$ cat config.mk
export PLATFORM = sky130hd
export DESIGN_NAME = round_sequencer
export DESIGN_NICKNAME = d
export VERILOG_FILES = /design/src/rtl/round_sequencer.sv
export SDC_FILE = /design/constraint.sdc
export NUM_CORES = 1
export LEC_CHECK = 0
export CAP_MARGIN = 20
export CELL_PAD_IN_SITES_DETAIL_PLACEMENT = 2
export CELL_PAD_IN_SITES_GLOBAL_PLACEMENT = 2
export CORE_MARGIN = 2
export CORE_UTILIZATION = 21
export DETAILED_ROUTE_END_ITERATION = 8
export PLACE_DENSITY_LB_ADDON = 0.15
export SYNTH_ARGS = -nofsm -noshare
export SYNTH_HDL_FRONTEND = slang
export SYNTH_SLANG_ARGS = --single-unit
$ cat constraint.sdc
create_clock -name clock_i -period 1.3 [get_ports clock_i]
set_input_delay 0.13 -clock clock_i [delete_from_list [all_inputs] [get_ports clock_i]]
set_output_delay 0.13 -clock clock_i [all_outputs]
set_load 0.03 [all_outputs]
$ cat src/rtl/round_sequencer.sv
// round_sequencer: ASCON permutation round sequencer.
// Steps the round index from the mode's start index up to MAX_ROUNDS-1.
// Supports a start handshake, stall, and abort, and produces first/last
// round flags plus a one-cycle completion pulse.
module round_sequencer #(
  parameter int MAX_ROUNDS = 12,
  parameter int ROUND_W    = 4,
  parameter int ROUNDS_A   = 12,
  parameter int ROUNDS_B   = 6
) (
  input  logic               clock_i,
  input  logic               resetb_i,
  input  logic               start_i,
  input  logic               mode_i,
  input  logic               en_i,
  input  logic               abort_i,
  output logic [ROUND_W-1:0] round_o,
  output logic               busy_o,
  output logic               first_o,
  output logic               last_o,
  output logic               done_o
);

  // Reject parameter sets that would let the index overflow or start out of range.
  if (MAX_ROUNDS < 1 || (2 ** ROUND_W) < MAX_ROUNDS) begin : g_bad_max
    $error("round_sequencer: MAX_ROUNDS does not fit in ROUND_W");
  end
  if (ROUNDS_A < 1 || ROUNDS_A > MAX_ROUNDS) begin : g_bad_a
    $error("round_sequencer: ROUNDS_A out of range");
  end
  if (ROUNDS_B < 1 || ROUNDS_B > MAX_ROUNDS) begin : g_bad_b
    $error("round_sequencer: ROUNDS_B out of range");
  end

  localparam logic [ROUND_W-1:0] START_A = ROUND_W'(MAX_ROUNDS - ROUNDS_A);
  localparam logic [ROUND_W-1:0] START_B = ROUND_W'(MAX_ROUNDS - ROUNDS_B);
  localparam logic [ROUND_W-1:0] LAST    = ROUND_W'(MAX_ROUNDS - 1);

  typedef enum logic {IDLE = 1'b0, RUN = 1'b1} state_t;

  state_t             state, state_n;
  logic [ROUND_W-1:0] round, round_n;
  logic               done, done_n;
  logic               mode, mode_n;

  // State register; the captured mode is only needed to decode first_o.
  always_ff @(posedge clock_i) begin
    if (!resetb_i) begin
      state <= IDLE;
      round <= '0;
      done  <= 1'b0;
      mode  <= 1'b0;
    end else begin
      state <= state_n;
      round <= round_n;
      done  <= done_n;
      mode  <= mode_n;
    end
  end

  // Next-state logic; abort wins over start, advance and completion.
  always_comb begin
    state_n = state;
    round_n = round;
    done_n  = 1'b0;
    mode_n  = mode;
    if (abort_i) begin
      state_n = IDLE;
      round_n = '0;
    end else begin
      case (state)
        IDLE: begin
          round_n = '0;
          if (start_i) begin
            state_n = RUN;
            mode_n  = mode_i;
            round_n = mode_i ? START_B : START_A;
          end
        end
        RUN: begin
          if (en_i) begin
            if (round == LAST) begin
              state_n = IDLE;
              round_n = '0;
              done_n  = 1'b1;
            end else begin
              round_n = round + 1'b1;
            end
          end
        end
        default: begin
          state_n = IDLE;
          round_n = '0;
        end
      endcase
    end
  end

  assign round_o = round;
  assign busy_o  = (state == RUN);
  assign first_o = busy_o && (round == (mode ? START_B : START_A));
  assign last_o  = busy_o && (round == LAST);
  assign done_o  = done;

endmodule

==> flow_summary.yaml <==
critical_path:
  slowest_stage: "or3_4"
  r2r_start: "round_o[1]"
  worstPathArrival_ns: 1.46
  cp-end-kind: "output port"
  crit_chain: "or3_4, a2111oi_4, buf_4"
  r2r_cells: 6
  start_kind: "flop"
  worst_r2r_endpoint: "round_o[0]"
  path_class: "flop to output port"
  r2r_slack_ns: -0.21
  required_ns: 1.17
  slowest_delay_ns: 0.37
  path_max_fanout: 3
placed_design:
  gp_congestion: 0.6557
  placed_area_um2: 651.9
  dp_hpwl_um: 980.2
  place.port_buffers: 13
route:
  vias_per_cell: 4.551
  vias: 446
  wire_per_inst_um: 13.35
  wirelength_um: 1308
  post-route-drc-count: 0
  drtAntennaViolNets: 0
  drtIter0Drc: 1
  drt_pass1_iterations: 2
timing:
  setup_viol_count_final: 3
  rsz0062_at_grt: "yes"
  finalCritPeriodShare: 1.220
  slew_violations: 0
  whs_ns: 0.4981
  hold_viol: 0
  worst_slack_ns: -0.2865
  fin_skew_ns: 0.0005922
  max_slew.worst_pin.slew_ns: 0.3043
  fmax_mhz: 630.3
  period_minus_slack_ns: 1.587
  slew_headroom: 0.7968
logic_synthesis:
  async_reset_ff_frac: 0
  syn-cell-area_um2: 389.1
  synth-main-ff-cell: "dfxtp_1"
  yosys-top-cells-area: "dfxtp_1 36%, mux2i_1 5.1%, o21ai_0 3.9%"
  synth-edff-count: 0
  avgSynthCellArea_um2: 9.049
  synth.most_common_cell: "dfxtp_1"
  postSynthCellCount: 43
  synth_top_area_frac: 0.3601
  yosysTopAreaCell: "dfxtp_1"
  mappedNetlistNets: 50
  yosysWarningCount: 0
  synth_seq_cells: 7
  ys_seq_area_frac: 0.3601
  synth_cell_types: 25
  synthTopCellsByCount: "7 x dfxtp_1, 4 x nand2_1, 3 x o21ai_0"
clock_network:
  cts_root_buf: "clkbuf_4"
  numCtsBuffers: 3
  clkTransAtPathRegs_ns: 0.06
  cts_tree: "built"
  clk_latency_ns: 0.25
  htreeDepth: 1
  clk_path_buf_depth: 2
  cts_sinks: 7
layout:
  drive_above_1_share: 0.4521
  fin_area_um2: 709.4
  fin_nets: 81
  area_growth_pct: 82.32
  n_antenna_cell: 0
global_route:
  grtUsageTotal: 0.1474
  grt_pass1_vias: 449
  antenna_found_initial: 0
  gr-total-overflow: 0
  grt_pass1_wl_um: 2173
  grt_start_max_net_pins: 9
power:
  peakVddDrop_mv: 0.3318
  leakagePower_nw: 0.2945
  power.density_mw_per_mm2: 737.4
  clkPwrFrac: 0.394
  p_int_uw: 386.2
  seqPwrFrac: 0.423
  p_total_uw: 523.1
  p_sw_frac: 0.2617
  power_frac_comb: 0.183
  switchingPower_uw: 136.9
die:
  io_pins: 14
  core_mm2: 0.001727
  num_rows: 15
  die_h_um: 47.05
  die_area_mm2: 0.002213
  start_util: 0.2254
  die_w_um: 47.05
hold_path:
  hold_start: "resetb_i"
  hold_end: "mode"
  hp-class: "input port to flop"
  hold_depth: 2
job:
  drv_cap: 0
run_status:
  status: "complete, but fails checks"
  violations: "setup timing"
cell type report:
cell class	count	area [um2]
Fill cell	201	1017
Multi-Input combinational cell	34	272.8
Timing Repair Buffer	27	224.0
Sequential cell	7	151.4
Tap cell	25	31.28
Clock buffer	4	26.28
Inverter	1	3.754
layout by cell type, fill, tap and decap left out:
master,n
buf_4,16
nand3_1,1
and2_4,1
nor2_1,2
o21ai_1,1
or3b_4,1
buf_2,1
ha_4,1
a211o_1,1
dlygate4sd2_1,3
inv_1,1
a21oi_2,1
and4b_1,1
a2111oi_4,1
nand2b_1,2
buf_6,2
nor2b_1,2
mux2_2,1
and3b_2,1
a21oi_1,2
nor3b_1,2
a21boi_0,1
dfxtp_1,4
clkbuf_1,1
mux2i_1,2
or3_4,1
clkbuf_4,3
nand2_1,4
nand3b_1,1
clkdlybuf4s50_1,5
a31oi_1,2
o21ai_0,2
dfxtp_4,3
routing by layer:
metal  vias to the layer above  global-route usage  wire, um
li1                        218                   -         -
met1                       215              0.1716       539
met2                        13              0.2466       706
met3                         0             0.05769        62
met4                         0             0.05000         0
met5                         -                   0         0
registers in the layout, indices dropped and copies added (netlist names):
name     cells
round_o      4
busy_o       1
done_o       1
mode         1
per-stage QoR:
| step | util | instances | setup TNS [ns] | worst slack (ns) |
|---|---|---|---|---|
| finish | 0.4109 | 98 | -0.7263 | -0.2865 |
| floorplan | - | 43 | -0.1593 | -0.1094 |
| global route | 0.4109 | 98 | -0.9374 | -0.3462 |
| CTS | 0.4130 | 98 | -0.7518 | -0.3047 |
| detailed placement | 0.3775 | 92 | -0.1177 | -0.04553 |
| global placement | 0.3775 | 92 | -0.03896 | -0.02470 |
worst max-delay path by stage:
| stage | start | end | slack [ns] |
|---|---|---|---|
| global route | round_o[1] | first_o | -0.35 |
| floorplan | round_o[1] | first_o | -0.11 |
| detailed placement | en_i | round_o[1] | -0.05 |
| CTS | round_o[1] | first_o | -0.30 |
| finish | round_o[1] | first_o | -0.29 |
| global placement | en_i | round_o[1] | -0.02 |
power by group through the flow:
stage | logic [mW] | registers [mW] | clock network, mW
3_3_place_gp | 0.0926 | 0.226 | 0
4_1_cts | 0.0960 | 0.221 | 0.217
3_5_place_dp | 0.0941 | 0.226 | 0
5_1_grt | 0.105 | 0.222 | 0.228
6_report | 0.0956 | 0.221 | 0.206
2_1_floorplan | 0.0376 | 0.234 | 0
logic make-up (layout without fill, tap and decap cells):
family,count (synthesis),in the layout,synth area share
buf+inv,2,32,0.02894
compound gates,11,11,0.1993
simple gates,19,19,0.2990
flops,7,7,0.3601
fa+ha+maj,1,1,0.03215
mux,3,3,0.08039
critical path, delay by kind of cell (launching register included):
family                 cells  cell delay [ns]
buffers and inverters      1             0.21
DFF                        1             0.34
and+or+nand+nor            1             0.37
AOI/OAI and AO/OA          1             0.28
timing repair:
item / CTS / global route
setup endpoints to repair: 7 / 7
setup buffers: 2 / 0
gates resized for setup: 12 / 4
hold buffers: 0 / 0
pin swaps: 1 / 0
No activity file was read; power rests on OpenSTA's default activity.
